File: src/rtl/register_read_unit_if.sv
// Register read path bus: read request, write-queue slots, execution write ports
// and the registered operand data returned one cycle after the address.
interface register_read_unit_if;
    logic [4:0]  rs_addr, rt_addr;
    logic        rs_float, rt_float;
    logic        slot0_enable, slot1_enable, slot2_enable;
    logic [4:0]  slot0_addr, slot1_addr, slot2_addr;
    logic [31:0] slot0_data, slot1_data, slot2_data;
    logic        slot0_float, slot1_float, slot2_float;
    logic        wr_misc_enable, wr_alu_enable, wr_mem_enable, wr_fpu_enable;
    logic [4:0]  wr_misc_addr, wr_alu_addr, wr_mem_addr, wr_fpu_addr;
    logic [31:0] wr_misc_data, wr_alu_data, wr_mem_data, wr_fpu_data;
    logic        wr_misc_float, wr_alu_float, wr_mem_float, wr_fpu_float;
    logic [31:0] rs_data, rt_data;

    modport master (
        output rs_addr, rt_addr, rs_float, rt_float,
        output slot0_enable, slot1_enable, slot2_enable,
        output slot0_addr, slot1_addr, slot2_addr,
        output slot0_data, slot1_data, slot2_data,
        output slot0_float, slot1_float, slot2_float,
        output wr_misc_enable, wr_alu_enable, wr_mem_enable, wr_fpu_enable,
        output wr_misc_addr, wr_alu_addr, wr_mem_addr, wr_fpu_addr,
        output wr_misc_data, wr_alu_data, wr_mem_data, wr_fpu_data,
        output wr_misc_float, wr_alu_float, wr_mem_float, wr_fpu_float,
        input  rs_data, rt_data
    );

    modport slave (
        input  rs_addr, rt_addr, rs_float, rt_float,
        input  slot0_enable, slot1_enable, slot2_enable,
        input  slot0_addr, slot1_addr, slot2_addr,
        input  slot0_data, slot1_data, slot2_data,
        input  slot0_float, slot1_float, slot2_float,
        input  wr_misc_enable, wr_alu_enable, wr_mem_enable, wr_fpu_enable,
        input  wr_misc_addr, wr_alu_addr, wr_mem_addr, wr_fpu_addr,
        input  wr_misc_data, wr_alu_data, wr_mem_data, wr_fpu_data,
        input  wr_misc_float, wr_alu_float, wr_mem_float, wr_fpu_float,
        output rs_data, rt_data
    );
endinterface

File: src/rtl/register_read_unit.sv
// Integer/float register banks with write-queue bypass before the read-stage
// register and execution-port forwarding after it. Port index 0 = rs, 1 = rt.
module register_read_unit (
    input  logic clk,
    input  logic reset,
    register_read_unit_if.slave bus
);
    logic [31:0] int_bank [32];
    logic [31:0] fp_bank  [32];

    logic [1:0][4:0]  rd_addr, lat_addr;
    logic [1:0]       rd_float, lat_float;
    logic [1:0][31:0] byp_data, lat_data, out_data;

    // Slot index 0 = oldest; write-port index 0 = highest priority (misc)
    logic [2:0]       s_en, s_float;
    logic [2:0][4:0]  s_addr;
    logic [2:0][31:0] s_data;
    logic [3:0]       w_en, w_float;
    logic [3:0][4:0]  w_addr;
    logic [3:0][31:0] w_data;

    assign rd_addr  = {bus.rt_addr, bus.rs_addr};
    assign rd_float = {bus.rt_float, bus.rs_float};
    assign s_en     = {bus.slot2_enable, bus.slot1_enable, bus.slot0_enable};
    assign s_float  = {bus.slot2_float, bus.slot1_float, bus.slot0_float};
    assign s_addr   = {bus.slot2_addr, bus.slot1_addr, bus.slot0_addr};
    assign s_data   = {bus.slot2_data, bus.slot1_data, bus.slot0_data};
    assign w_en     = {bus.wr_fpu_enable, bus.wr_mem_enable, bus.wr_alu_enable, bus.wr_misc_enable};
    assign w_float  = {bus.wr_fpu_float, bus.wr_mem_float, bus.wr_alu_float, bus.wr_misc_float};
    assign w_addr   = {bus.wr_fpu_addr, bus.wr_mem_addr, bus.wr_alu_addr, bus.wr_misc_addr};
    assign w_data   = {bus.wr_fpu_data, bus.wr_mem_data, bus.wr_alu_data, bus.wr_misc_data};

    always_comb begin
        byp_data = '0;
        out_data = '0;
        for (int p = 0; p < 2; p++) begin
            byp_data[p] = rd_float[p] ? fp_bank[rd_addr[p]] : int_bank[rd_addr[p]];
            if (!rd_float[p] && rd_addr[p] == 5'd0)
                byp_data[p] = '0;
            // Ascending scan so the youngest matching slot overwrites older ones
            for (int k = 0; k < 3; k++)
                if (s_en[k] && s_addr[k] == rd_addr[p] && s_float[k] == rd_float[p] &&
                    (rd_float[p] || rd_addr[p] != 5'd0))
                    byp_data[p] = s_data[k];

            out_data[p] = lat_data[p];
            for (int w = 3; w >= 0; w--)
                if (w_en[w] && w_addr[w] == lat_addr[p] && w_float[w] == lat_float[p] &&
                    (lat_float[p] || lat_addr[p] != 5'd0))
                    out_data[p] = w_data[w];
        end
    end

    assign bus.rs_data = out_data[0];
    assign bus.rt_data = out_data[1];

    always_ff @(posedge clk or posedge reset) begin
        if (reset) begin
            for (int i = 0; i < 32; i++) begin
                int_bank[i] <= '0;
                fp_bank[i]  <= '0;
            end
            lat_addr  <= '0;
            lat_float <= '0;
            lat_data  <= '0;
        end else begin
            lat_addr  <= rd_addr;
            lat_float <= rd_float;
            lat_data  <= byp_data;
            if (s_en[0]) begin
                if (s_float[0])
                    fp_bank[s_addr[0]] <= s_data[0];
                else if (s_addr[0] != 5'd0)
                    int_bank[s_addr[0]] <= s_data[0];
            end
        end
    end
endmodule

File: src/flat_wrapper.sv
// flat-port wrapper written by rule: the top's interface ports become plain ports
module register_read_unit_flat 
  (clk, reset, bus_rs_addr, bus_rt_addr, bus_rs_float, bus_rt_float, bus_slot0_enable, bus_slot1_enable, bus_slot2_enable, bus_slot0_addr, bus_slot1_addr, bus_slot2_addr, bus_slot0_data, bus_slot1_data, bus_slot2_data, bus_slot0_float, bus_slot1_float, bus_slot2_float, bus_wr_misc_enable, bus_wr_alu_enable, bus_wr_mem_enable, bus_wr_fpu_enable, bus_wr_misc_addr, bus_wr_alu_addr, bus_wr_mem_addr, bus_wr_fpu_addr, bus_wr_misc_data, bus_wr_alu_data, bus_wr_mem_data, bus_wr_fpu_data, bus_wr_misc_float, bus_wr_alu_float, bus_wr_mem_float, bus_wr_fpu_float, bus_rs_data, bus_rt_data);
  register_read_unit_if bus_i ();
  input  logic clk;
  input  logic reset;
  input wire logic [$bits(bus_i.rs_addr)-1:0] bus_rs_addr;
  input wire logic [$bits(bus_i.rt_addr)-1:0] bus_rt_addr;
  input wire logic [$bits(bus_i.rs_float)-1:0] bus_rs_float;
  input wire logic [$bits(bus_i.rt_float)-1:0] bus_rt_float;
  input wire logic [$bits(bus_i.slot0_enable)-1:0] bus_slot0_enable;
  input wire logic [$bits(bus_i.slot1_enable)-1:0] bus_slot1_enable;
  input wire logic [$bits(bus_i.slot2_enable)-1:0] bus_slot2_enable;
  input wire logic [$bits(bus_i.slot0_addr)-1:0] bus_slot0_addr;
  input wire logic [$bits(bus_i.slot1_addr)-1:0] bus_slot1_addr;
  input wire logic [$bits(bus_i.slot2_addr)-1:0] bus_slot2_addr;
  input wire logic [$bits(bus_i.slot0_data)-1:0] bus_slot0_data;
  input wire logic [$bits(bus_i.slot1_data)-1:0] bus_slot1_data;
  input wire logic [$bits(bus_i.slot2_data)-1:0] bus_slot2_data;
  input wire logic [$bits(bus_i.slot0_float)-1:0] bus_slot0_float;
  input wire logic [$bits(bus_i.slot1_float)-1:0] bus_slot1_float;
  input wire logic [$bits(bus_i.slot2_float)-1:0] bus_slot2_float;
  input wire logic [$bits(bus_i.wr_misc_enable)-1:0] bus_wr_misc_enable;
  input wire logic [$bits(bus_i.wr_alu_enable)-1:0] bus_wr_alu_enable;
  input wire logic [$bits(bus_i.wr_mem_enable)-1:0] bus_wr_mem_enable;
  input wire logic [$bits(bus_i.wr_fpu_enable)-1:0] bus_wr_fpu_enable;
  input wire logic [$bits(bus_i.wr_misc_addr)-1:0] bus_wr_misc_addr;
  input wire logic [$bits(bus_i.wr_alu_addr)-1:0] bus_wr_alu_addr;
  input wire logic [$bits(bus_i.wr_mem_addr)-1:0] bus_wr_mem_addr;
  input wire logic [$bits(bus_i.wr_fpu_addr)-1:0] bus_wr_fpu_addr;
  input wire logic [$bits(bus_i.wr_misc_data)-1:0] bus_wr_misc_data;
  input wire logic [$bits(bus_i.wr_alu_data)-1:0] bus_wr_alu_data;
  input wire logic [$bits(bus_i.wr_mem_data)-1:0] bus_wr_mem_data;
  input wire logic [$bits(bus_i.wr_fpu_data)-1:0] bus_wr_fpu_data;
  input wire logic [$bits(bus_i.wr_misc_float)-1:0] bus_wr_misc_float;
  input wire logic [$bits(bus_i.wr_alu_float)-1:0] bus_wr_alu_float;
  input wire logic [$bits(bus_i.wr_mem_float)-1:0] bus_wr_mem_float;
  input wire logic [$bits(bus_i.wr_fpu_float)-1:0] bus_wr_fpu_float;
  output wire logic [$bits(bus_i.rs_data)-1:0] bus_rs_data;
  output wire logic [$bits(bus_i.rt_data)-1:0] bus_rt_data;
  assign bus_i.rs_addr = bus_rs_addr;
  assign bus_i.rt_addr = bus_rt_addr;
  assign bus_i.rs_float = bus_rs_float;
  assign bus_i.rt_float = bus_rt_float;
  assign bus_i.slot0_enable = bus_slot0_enable;
  assign bus_i.slot1_enable = bus_slot1_enable;
  assign bus_i.slot2_enable = bus_slot2_enable;
  assign bus_i.slot0_addr = bus_slot0_addr;
  assign bus_i.slot1_addr = bus_slot1_addr;
  assign bus_i.slot2_addr = bus_slot2_addr;
  assign bus_i.slot0_data = bus_slot0_data;
  assign bus_i.slot1_data = bus_slot1_data;
  assign bus_i.slot2_data = bus_slot2_data;
  assign bus_i.slot0_float = bus_slot0_float;
  assign bus_i.slot1_float = bus_slot1_float;
  assign bus_i.slot2_float = bus_slot2_float;
  assign bus_i.wr_misc_enable = bus_wr_misc_enable;
  assign bus_i.wr_alu_enable = bus_wr_alu_enable;
  assign bus_i.wr_mem_enable = bus_wr_mem_enable;
  assign bus_i.wr_fpu_enable = bus_wr_fpu_enable;
  assign bus_i.wr_misc_addr = bus_wr_misc_addr;
  assign bus_i.wr_alu_addr = bus_wr_alu_addr;
  assign bus_i.wr_mem_addr = bus_wr_mem_addr;
  assign bus_i.wr_fpu_addr = bus_wr_fpu_addr;
  assign bus_i.wr_misc_data = bus_wr_misc_data;
  assign bus_i.wr_alu_data = bus_wr_alu_data;
  assign bus_i.wr_mem_data = bus_wr_mem_data;
  assign bus_i.wr_fpu_data = bus_wr_fpu_data;
  assign bus_i.wr_misc_float = bus_wr_misc_float;
  assign bus_i.wr_alu_float = bus_wr_alu_float;
  assign bus_i.wr_mem_float = bus_wr_mem_float;
  assign bus_i.wr_fpu_float = bus_wr_fpu_float;
  assign bus_rs_data = bus_i.rs_data;
  assign bus_rt_data = bus_i.rt_data;
  register_read_unit u_core (.clk(clk), .reset(reset), .bus(bus_i));
endmodule
File: config.mk
export PLATFORM = sky130hd
export DESIGN_NAME = register_read_unit_flat
export DESIGN_NICKNAME = d
export VERILOG_FILES = /design/src/rtl/register_read_unit_if.sv /design/src/rtl/register_read_unit.sv /design/src/flat_wrapper.sv
export SDC_FILE = /design/constraint.sdc
export NUM_CORES = 2
export LEC_CHECK = 0
export BUFFER_PORTS_ARGS = -buffer_cell sky130_fd_sc_hd__buf_2
export CORE_MARGIN = 2
export CORE_UTILIZATION = 30
export CTS_CLUSTER_DIAMETER = 50
export DETAILED_ROUTE_END_ITERATION = 10
export PLACE_DENSITY = 0.42
export RECOVER_POWER = 100
export SLEW_MARGIN = 40
export SYNTH_ARGS = -nofsm -noshare
export SYNTH_HDL_FRONTEND = slang
export SYNTH_SLANG_ARGS = --single-unit
export TNS_END_PERCENT = 10
File: constraint.sdc
create_clock -name clk -period 83.1 [get_ports clk]
set_input_delay 16.62 -clock clk [delete_from_list [all_inputs] [get_ports clk]]
set_output_delay 16.62 -clock clk [all_outputs]
set_load 0.01 [all_outputs]
==> reports/metrics.json <==
{
  "run_status": {"value": "finished, violations left"},
  "violations": {"value": "max-capacitance violations, max-slew violations"},
  "cts_post_setup_buffers_inserted": {"value": 0},
  "synth.distinct_cells": {"value": 71},
  "ios": {"value": 351},
  "pre_cts_slack": {"value": 47.80, "unit": "ns"},
  "timing.max_cap.violations": {"value": 134},
  "setup-violations-final": {"value": 0},
  "area_of_the_placeable_core": {"value": 0.386, "unit": "sq mm"},
  "global_route_wire_length_before_repair": {"value": 707000, "unit": "um"},
  "cp.required": {"value": 66.48, "unit": "ns"},
  "grtUsageTotal": {"value": 0.255},
  "timing.critical_path.from_type": {"value": "input port"},
  "clk_pin_slew_worst_paths": {"value": 0.05, "unit": "ns"},
  "power": {"value": 3160, "unit": "uW"},
  "routed_wire_length_per_instance": {"value": 37.0, "unit": "um"},
  "std_cell_rows": {"value": 228},
  "synthDominantAreaCellType": {"value": "sky130_fd_sc_hd__dfrtp_1"},
  "worst_path_most_repeated_cell": {"value": "sky130_fd_sc_hd__clkbuf_1"},
  "via_per_inst": {"value": 5.90},
  "chipWidth": {"value": 627, "unit": "um"},
  "drive_above_1_share": {"value": 0.477},
  "hold_viol_final": {"value": 0},
  "fin_nets": {"value": 8596},
  "detailed_place_hpwl": {"value": 316000, "unit": "um"},
  "synthToLayoutAreaGrowth": {"value": 14.9, "unit": "%"},
  "cp.arrival": {"value": 20.54, "unit": "ns"},
  "grt_setup_unrepaired": {"value": "no"},
  "drt.antenna.violating_nets": {"value": 0},
  "worst_slew_pin_slew": {"value": 5.09, "unit": "ns"},
  "htree_levels": {"value": 5},
  "worst_ir_drop_vdd": {"value": 18.1, "unit": "uV"},
  "asyncSetResetFlopFracSynth": {"value": 1.00},
  "power.density": {"value": 23.6, "unit": "mW/mm^2"},
  "main_combinational_cell_family_by_area_after_synthesis": {"value": "multiplexers"},
  "min_to": {"value": "u_core.int_bank[1012]$_DFFE_PP0P_"},
  "detail_route.wirelength": {"value": 510000, "unit": "um"},
  "leakage": {"value": 0.0586, "unit": "uW"},
  "mappedNetlistArea": {"value": 0.116, "unit": "sq mm"},
  "die-area": {"value": 0.393, "unit": "sq mm"},
  "yosys.area_share.simple": {"value": 0.0196},
  "final_min_period_over_clock_period": {"value": 0.447},
  "min-delay-start": {"value": "u_core.int_bank[1012]$_DFFE_PP0P_"},
  "slack_of_the_worst_reg_to_reg_path": {"value": 79.60, "unit": "ns"},
  "fmaxAchievable": {"value": 26.9, "unit": "MHz"},
  "initial_utilization": {"value": 0.302},
  "routed-via-count": {"value": 81300},
  "synth-compound-area-share": {"value": 0.0669},
  "grt_antenna_before_repair": {"value": 79},
  "drc": {"value": 0},
  "drt_iter0_drc": {"value": 7301},
  "slew_viols_final": {"value": 4759},
  "seq_area_frac_synth": {"value": 0.456},
  "fin_worst_hold_slack": {"value": 0.393, "unit": "ns"},
  "dominantRegCellSynth": {"value": "sky130_fd_sc_hd__dfrtp_1"},
  "globalRouteOverflowTotal": {"value": 0},
  "detail_route.first_pass.iterations": {"value": 5},
  "slew_headroom": {"value": -2.39},
  "die_h": {"value": 627, "unit": "um"},
  "cpMaxStageDelayCell": {"value": "sky130_fd_sc_hd__clkbuf_1"},
  "post-route-worst-setup-slack": {"value": 45.94, "unit": "ns"},
  "synth.ff_latch_count": {"value": 2124},
  "critical_path.max_stage_delay": {"value": 1.56, "unit": "ns"},
  "finClkSkew": {"value": 0.0458, "unit": "ns"},
  "regToRegEndpoint": {"value": "u_core.lat_data[29]$_DFF_PP0_"},
  "cts.root.buffer_cell": {"value": "sky130_fd_sc_hd__clkbuf_16"},
  "finish.utilization": {"value": 0.347},
  "crit_type": {"value": "input port to output port"},
  "tns": {"value": 0, "unit": "ns"},
  "worst_skew_pair.late_latency": {"value": 0.93, "unit": "ns"},
  "clock_sink_count": {"value": 2124},
  "whs_path_depth": {"value": 0},
  "post_cts.resized_instances": {"value": 0},
  "synth-edff-count": {"value": 0},
  "crit-reg2reg-launch": {"value": "u_core.fp_bank[221]$_DFFE_PP0P_"},
  "ctsLongestPathBuffers": {"value": 4},
  "synth-xor-area-share": {"value": 0.00632},
  "grt_pass1_vias": {"value": 83700},
  "synth_fp_nets": {"value": 8528},
  "cts-buffers-inserted": {"value": 316},
  "cp_max_fo": {"value": 34},
  "gp_congestion": {"value": 0.923},
  "muxShareOfSynthArea": {"value": 0.413},
  "synth_cells": {"value": 8241},
  "holdBufCountCts": {"value": 0},
  "num-fill-cells": {"value": 37500},
  "hp-class": {"value": "flop to flop"},
  "endpoint_kind": {"value": "output port"},
  "yosys-top-cells-area": {"value": "sky130_fd_sc_hd__dfrtp_1 46%, sky130_fd_sc_hd__mux2_2 21%, sky130_fd_sc_hd__mux4_2 16%"},
  "period_minus_slack": {"value": 37.16, "unit": "ns"},
  "maximum_number_of_pins_on_one_net_before_global_route_repair": {"value": 90},
  "synthAdderAreaFrac": {"value": 0},
  "yosys_warnings": {"value": 0},
  "cp_cell_sequence": {"value": "buf_2, xnor2_1, nand4_1, nor3_2, clkbuf_1, nor2b_2, clkbuf_1, a22o_1, a21o_1, clkbuf_1"},
  "reg2regPathDepth": {"value": 6},
  "port-buffer-count": {"value": 350},
  "clock_tree_from_tritoncts": {"value": "yes"},
  "post-synth-top-area-fraction": {"value": 0.456},
  "postSynthAreaPerCell": {"value": 14.1, "unit": "sq um"}
}
[kinds of logic (layout without fill, tap and decap cells)]
group                  after synthesis  in the layout
multiplexers                      3504           3504
AND/OR/NAND/NOR                    502            502
other                                0             44
flip-flops                        2124           2124
XOR/XNOR                            84             84
buffers and inverters              955           1276
AO/OA/AOI/OAI                     1072           1072
[synth_stat cells, drive strengths merged, types with 81 or more instances]
cell and n:
a22o 85, mux2i 535, o221ai 143, a22oi 89, a21oi 221, nor2 165
nand2 176, o22ai 97, a221oi 133, mux2 2146, xnor2 81, clkbuf 484
dfrtp 2124, mux4 823, buf 464
[where the power goes]
| group | switching (uW) | internal (uW) | total, uW | leakage (uW) |
|---|---|---|---|---|
| clock network | 546 | 833 | 1380 | 0.00515 |
| logic | 253 | 262 | 515 | 0.0253 |
| registers | 101 | 1170 | 1270 | 0.0282 |
[layout make-up]
cell class                      instances  area [sq um]  share of cell area
Antenna cell                           44           110            0.000823
Clock buffer                          401          8730              0.0653
Clock inverter                        170          1920              0.0143
Inverter                                7          32.5            0.000243
Multi-Input combinational cell       5162         59400               0.444
Sequential cell                      2124         53200               0.397
Tap cell                             5175          6470              0.0484
Timing Repair Buffer                  698          3980              0.0298
[flip-flops by register name, summed over array words and instances (netlist names)]
| signal | count |
|---|---|
| u_core.fp_bank | 1024 |
| u_core.int_bank | 1024 |
| u_core.lat_data | 64 |
| u_core.lat_addr | 10 |
| u_core.lat_float | 2 |
[cell usage in the layout, fill, tap and decap left out, types with 68 or more instances in the layout]
master	instances
sky130_fd_sc_hd__mux2_2	2141
sky130_fd_sc_hd__dfrtp_1	2124
sky130_fd_sc_hd__mux4_2	818
sky130_fd_sc_hd__mux2i_1	535
sky130_fd_sc_hd__clkbuf_16	322
sky130_fd_sc_hd__buf_2	278
sky130_fd_sc_hd__clkbuf_1	258
sky130_fd_sc_hd__a21oi_1	207
sky130_fd_sc_hd__buf_4	177
sky130_fd_sc_hd__nor2_1	153
sky130_fd_sc_hd__nand2_1	153
sky130_fd_sc_hd__o221ai_1	143
sky130_fd_sc_hd__a221oi_1	131
sky130_fd_sc_hd__o22ai_1	97
sky130_fd_sc_hd__a22oi_1	88
sky130_fd_sc_hd__a22o_1	85
sky130_fd_sc_hd__xnor2_1	81
sky130_fd_sc_hd__o21ai_0	68
[how the worst max path moves through the flow]
stage / startpoint / endpoint / slack, ns / depth (start not counted)
finish: bus_wr_misc_addr[1] / bus_rs_data[31] / 45.94 / 10
global route: bus_wr_misc_addr[0] / bus_rt_data[25] / 45.94 / 10
CTS: bus_wr_misc_addr[1] / bus_rs_data[28] / 47.79 / 10
detailed placement: bus_wr_misc_addr[1] / bus_rs_data[28] / 47.80 / 10
global placement: bus_wr_mem_addr[2] / bus_rt_data[14] / 47.76 / 8
floorplan: reset / u_core.fp_bank[0]$_DFFE_PP0P_ / 6.48 / 1
[per-layer routing]
metal	share of wire	GRT usage
met1	0.43	0.343
met2	0.46	0.404
met3	0.069	0.0501
met4	0.045	0.101
met5	0.00032	0
[worst max-delay path, delay by kind of cell]
family,cells,cell delay (ns)
buf+inv,4,2.77
compound gates,2,0.60
simple gates,3,0.35
xor+xnor,1,0.16
[per-stage QoR]
| step | instances | area (sq um) |
|---|---|---|
| detailed placement | 13200 | 124000 |
| finish | 13800 | 134000 |
| CTS | 13700 | 135000 |
| floorplan | 8241 | 116000 |
| global route | 13800 | 134000 |
| global placement | 13100 | 123000 |
(Power assumes the default switching activity.)
